[config.mk]
export PLATFORM = sky130hd
export DESIGN_NAME = fetch_stage
export DESIGN_NICKNAME = d
export VERILOG_FILES = /design/src/rtl/fetch_stage.sv
export SDC_FILE = /design/constraint.sdc
export NUM_CORES = 1
export LEC_CHECK = 0
export ABC_CLOCK_PERIOD_IN_PS = 2100
export BUFFER_PORTS_ARGS = -buffer_cell sky130_fd_sc_hd__buf_2
export CAP_MARGIN = 20
export CELL_PAD_IN_SITES_DETAIL_PLACEMENT = 0
export CELL_PAD_IN_SITES_GLOBAL_PLACEMENT = 1
export CORE_ASPECT_RATIO = 0.5
export CORE_MARGIN = 10
export CORE_UTILIZATION = 36
export CTS_BUF_LIST = sky130_fd_sc_hd__clkbuf_8
export DETAILED_ROUTE_END_ITERATION = 12
export MAX_ROUTING_LAYER = met4
export PLACE_DENSITY = 0.86
export SYNTH_ARGS = -nofsm -noshare
export SYNTH_HDL_FRONTEND = slang
export SYNTH_SLANG_ARGS = --single-unit
[constraint.sdc]
create_clock -name clk -period 2.1 [get_ports clk]
set_input_delay 0.42 -clock clk [delete_from_list [all_inputs] [get_ports clk]]
set_output_delay 0.42 -clock clk [all_outputs]
set_load 0.02 [all_outputs]
[src/rtl/fetch_stage.sv]
// fetch_stage
// Instruction-fetch front end. Owns the program counter, presents it as a
// byte address to a combinational instruction memory and captures the
// returned word into a one-entry output register with a valid/ready
// handshake. Redirects flush the register and reload the PC. A misaligned
// or out-of-range PC raises a sticky fault that only reset clears.
//
// Ports:
//   clk             system clock, rising edge
//   rst_n           asynchronous active-low reset
//   imem_addr       byte address to instruction memory (the PC)
//   imem_instr      instruction word returned for imem_addr
//   redirect_valid  taken branch/jump; flushes the output register
//   redirect_target new PC when redirect_valid is high
//   out_valid       output register holds an instruction
//   out_ready       consumer accepts the output this cycle
//   out_pc          PC of the held instruction
//   out_pc_plus4    out_pc + 4 (wraps modulo 2^32)
//   out_instr       held instruction word
//   fault           sticky fetch fault
//   fault_pc        PC that caused the fault
module fetch_stage #(
  parameter logic [31:0] RESET_PC = 32'h0000_0000,
  parameter int          MEM_SIZE = 128
) (
  input  logic        clk,
  input  logic        rst_n,
  output logic [31:0] imem_addr,
  input  logic [31:0] imem_instr,
  input  logic        redirect_valid,
  input  logic [31:0] redirect_target,
  output logic        out_valid,
  input  logic        out_ready,
  output logic [31:0] out_pc,
  output logic [31:0] out_pc_plus4,
  output logic [31:0] out_instr,
  output logic        fault,
  output logic [31:0] fault_pc
);

  localparam logic [29:0] MEM_WORDS = 30'(MEM_SIZE);

  typedef enum logic {RUN, FAULT} state_t;

  state_t      state, state_next;
  logic [31:0] pc, pc_next;
  logic        valid_next;
  logic [31:0] opc_next, opc4_next, instr_next;
  logic        fault_next;
  logic [31:0] fault_pc_next;
  logic        pc_bad, can_load;

  assign imem_addr = pc;

  // The word index is compared rather than the byte address so that PCs
  // near the top of the 32-bit space cannot wrap into range.
  assign pc_bad   = (pc[1:0] != 2'b00) || (pc[31:2] >= MEM_WORDS);
  assign can_load = !out_valid || out_ready;

  // State and output register. Reset discards any held instruction.
  always_ff @(posedge clk or negedge rst_n) begin
    if (!rst_n) begin
      state        <= RUN;
      pc           <= RESET_PC;
      out_valid    <= 1'b0;
      out_pc       <= 32'h0;
      out_pc_plus4 <= 32'h0;
      out_instr    <= 32'h0;
      fault        <= 1'b0;
      fault_pc     <= 32'h0;
    end else begin
      state        <= state_next;
      pc           <= pc_next;
      out_valid    <= valid_next;
      out_pc       <= opc_next;
      out_pc_plus4 <= opc4_next;
      out_instr    <= instr_next;
      fault        <= fault_next;
      fault_pc     <= fault_pc_next;
    end
  end

  // Next-state logic. A redirect wins over everything in RUN, so a PC that
  // is being flushed never raises a fault; the new target is checked only
  // when it is fetched. A stall leaves every register untouched.
  always_comb begin
    state_next    = state;
    pc_next       = pc;
    valid_next    = out_valid;
    opc_next      = out_pc;
    opc4_next     = out_pc_plus4;
    instr_next    = out_instr;
    fault_next    = fault;
    fault_pc_next = fault_pc;
    case (state)
      RUN: begin
        if (redirect_valid) begin
          valid_next = 1'b0;
          pc_next    = redirect_target;
        end else if (pc_bad && can_load) begin
          state_next    = FAULT;
          fault_next    = 1'b1;
          fault_pc_next = pc;
          valid_next    = 1'b0;
        end else if (can_load) begin
          opc_next   = pc;
          opc4_next  = pc + 32'd4;
          instr_next = imem_instr;
          valid_next = 1'b1;
          pc_next    = pc + 32'd4;
        end
      end
      FAULT: begin
        valid_next = 1'b0;
      end
      default: begin
        state_next = RUN;
      end
    endcase
  end

endmodule

==> impl_metrics.csv <==
group,metric,value,unit
status,outcome,"finished, final reports clean",
worst_setup_path,path_common_cell,"buf_4",
worst_setup_path,cp_max_fo,14,
power,leakage,0.00479,uW
worst_setup_path,cp-start-kind,"flop",
sta,skew,0.0244,ns
clock_network,clk_latency,0.44,ns
worst_setup_path,path_cells,"inv_2 > ha_1 > nor4b_4 > nand3_2 > buf_4 > a41oi_2 > buf_4 > nor2_1 > a21oi_1",
worst_setup_path,worst_ep_required_time,2.46,ns
logic_synthesis,synth_edf_count,0,
logic_synthesis,ys_warn_count,0,
finish,layout_common_cells,"buf_2, dfrtp_1, mux2_2, nor2b_1, buf_4",
floorplan,initial_core_util,36.8,%
global_routing,antenna_found_initial,0,
min_path,hold_path_class,"primary input to flop",
worst_setup_path,path_class,"flop to flop",
worst_setup_path,timing.rr.start,"imem_addr[2]",
power,power_density,666,nW/um^2
worst_setup_path,startpoint,"imem_addr[2]",
placed_design,dp_hpwl,14600,um
sta,tightest_slew,0.495,ns
worst_setup_path,r2r_cells,9,
placed_design,place_ws,0.0672,ns
finish,nets,840,
placed_design,dp_cells,979,
placed_design,dpl_cell_area,8140,um^2
clock_network,cts_tree,"yes",
worst_setup_path,arrival,2.41,ns
sta,hold_slack,0.178,ns
worst_setup_path,slowest_stage,"dfrtp_1",
logic_synthesis,synth.avg_cell_area,13.0,um^2
global_routing,grt_max_degree,54,
logic_synthesis,synth-main-ff-cell,"dfrtp_1",
route,vias_per_cell,4.77,
route,drt-initial-drc-count,362,
finish,syn_to_final_growth,34.7,%
sta,period_needed,2.05,ns
sta,hold_viol,0,
logic_synthesis,yosys.area.top_type,"dfrtp_1",
floorplan,fp.dieArea,23900,um^2
route,post_drt_wl_per_cell,19.0,um
route,ant_nets,0,
worst_setup_path,max_stage_delay,0.41,ns
clock_network,clk_pin_slew,0.10,ns
logic_synthesis,syn-num-nets,563,
sta,rsz0062_at_grt,"yes",
worst_setup_path,crit_path_end_kind,"flop",
global_routing,grt_use_total,16.0,%
logic_synthesis,yosysSeqAreaShare,62.7,%
sta,relSlewSlack,66.7,%
route,drc,0,
sta,setup_viol,0,
floorplan,io_pins,230,
placed_design,place_congestion,0.877,
clock_network,clockBufferDepth,2,
floorplan,num_rows,34,
route,vias,4856,
clock_network,cts.sink_count,161,
logic_synthesis,synth.area.top_cells,"dfrtp_1, mux2_2, nor2b_1",
flow_run,drv_cap,0,
finish,layout_commonest_cell,"buf_2",
global_routing,grt_overflow,0,
logic_synthesis,synth_top_area_share,62.7,%
clock_network,root_buffer,"clkbuf_8",
route,routed_wl,19300,um
logic_synthesis,synth-async-reset-ratio,100,%
sta,slew_violations,0,
finish,drive_gt1_share,51.2,%
floorplan,core,17400,um^2
placed_design,portBuffers,229,
global_routing,grt_pass1_wl,29600,um
route,first_pass_iters,5,
worst_setup_path,endpoint,"imem_addr[13]",
power,peakVddDrop,0.311,mV
finish,final_cells,1017,
global_routing,grt_pass1_vias,5036,
sta,finalCritPeriodShare,97.8,%
logic_synthesis,synthesis.area,6420,um^2
floorplan,die_h,114,um
worst_setup_path,reg2reg_to,"imem_addr[13]",
worst_setup_path,crit_buf_inv,3,
finish,final_cell_area,8650,um^2
sta,setup_ws,0.0464,ns
worst_setup_path,cp.depth,9,
logic_synthesis,ys_ff_latch,161,
clock_network,htreeDepth,4,
floorplan,die_x,209,um
logic_synthesis,syn_inst,493,
worst_setup_path,critPathTopFamily,"buffers and inverters",
clock_network,cts_buffers,17,
worst_setup_path,r2r_slack,0.05,ns
logic_synthesis,ys_types,50,
sta,max_freq,0.487,GHz
==> synth_stat cells, types with 2 or more instances <==
cell and number:
a21oi_1 13, a31oi_1 3, nor2_1 27, buf_4 6, o31ai_1 2, buf_6 8
nor2b_1 48, nor3_1 5, clkbuf_1 5, dfrtp_1 161, a22oi_1 2, a41oi_1 3
a21o_1 2, o22a_1 5, nand3_1 7, a32oi_1 2, nand4_1 4, o21ai_0 13
nand2_1 37, ha_1 2, xnor2_1 2, o22ai_1 5, o211ai_1 2, mux2_4 9
and3_1 5, inv_1 11, mux2i_1 2, o32ai_1 2, xor2_1 3, nor4_1 6
a2bb2oi_1 2, buf_2 10, mux2_2 62
==> layout make-up <==
| type | instances | area [um^2] |
|---|---|---|
| sequential | 161 | 4030 |
| antenna | 1 | 2.50 |
| fill | 1559 | 8790 |
| clock buffer | 19 | 262 |
| timing repair buffer | 287 | 1720 |
| tap | 234 | 293 |
| multi-input combinational | 292 | 2180 |
| clock inverter | 12 | 124 |
| inverter | 11 | 41.3 |
==> state kept, by name, indices dropped and copies added (netlist names) <==
register / cells
out_valid: 1
imem_addr: 32
out_instr: 32
out_pc_plus4: 30
state: 1
fault: 1
out_pc: 32
fault_pc: 32
==> power breakdown <==
part | leakage [uW] | switching [uW] | internal [uW] | total (uW)
combinational | 0.00243 | 221 | 146 | 367
sequential | 0.00217 | 25.8 | 3130 | 3150
clock | 0.000183 | 1220 | 1020 | 2240
total | 0.00479 | 1470 | 4290 | 5760
==> cells by family after synthesis <==
logic type,Yosys count,share of synthesized area (%)
DFF,161,62.7
muxes,74,13.5
adders and majority gates,2,0.390
buffers and inverters,40,3.82
AOI/OAI and AO/OA,63,6.63
xor gates and xnor gates,5,0.682
and+or+nand+nor,148,12.3
==> layer usage <==
layer  routed length (um)  global-route usage, %  vias to the layer above
met4                  293                   5.19                        0
met2                10200                   27.6                      153
met5                    0                      -                        -
met3                  973                   2.89                       18
li1                     -                      -                     2261
met1                 7830                   18.7                     2424
==> timing repair <==
action                                 in CTS  in global routing
endpoints found under the hold margin      34                  0
resized for setup                           0                  6
hold buffers                                1                  0
buffers inserted                            0                  2
setup endpoints to repair                   0                 68
==> worst min-delay path by stage <==
stage / depth (start not counted) / startpoint / slack (ns) / end
after floorplan: 0 / rst_n / 0.12 / fault
after global placement: 1 / rst_n / 0.34 / fault_pc[16]
after detailed placement: 1 / rst_n / 0.35 / imem_addr[23]
after CTS: 3 / redirect_target[0] / 0.16 / imem_addr[0]
after global routing: 3 / redirect_target[0] / 0.17 / imem_addr[0]
final: 3 / redirect_target[0] / 0.18 / imem_addr[0]
==> stage by stage <==
stage | power, uW | setup TNS (ns) | util (%)
2_1_floorplan | 3340 | 0 | -
3_3_place_gp | 3570 | 0 | 46.7
3_5_place_dp | 3580 | 0 | 46.7
4_1_cts | 5810 | 0 | 48.9
5_1_grt | 5980 | -0.129 | 49.6
6_report | 5760 | 0 | 49.6
==> worst reg2reg max path, delay by kind of cell (launching register included) <==
family / cells / cell delay [ns]
simple gates: 3 / 0.41
buf+inv: 3 / 0.53
compound gates: 2 / 0.49
flops: 1 / 0.41
fa+ha+maj: 1 / 0.14
(Power assumes the default switching activity.)
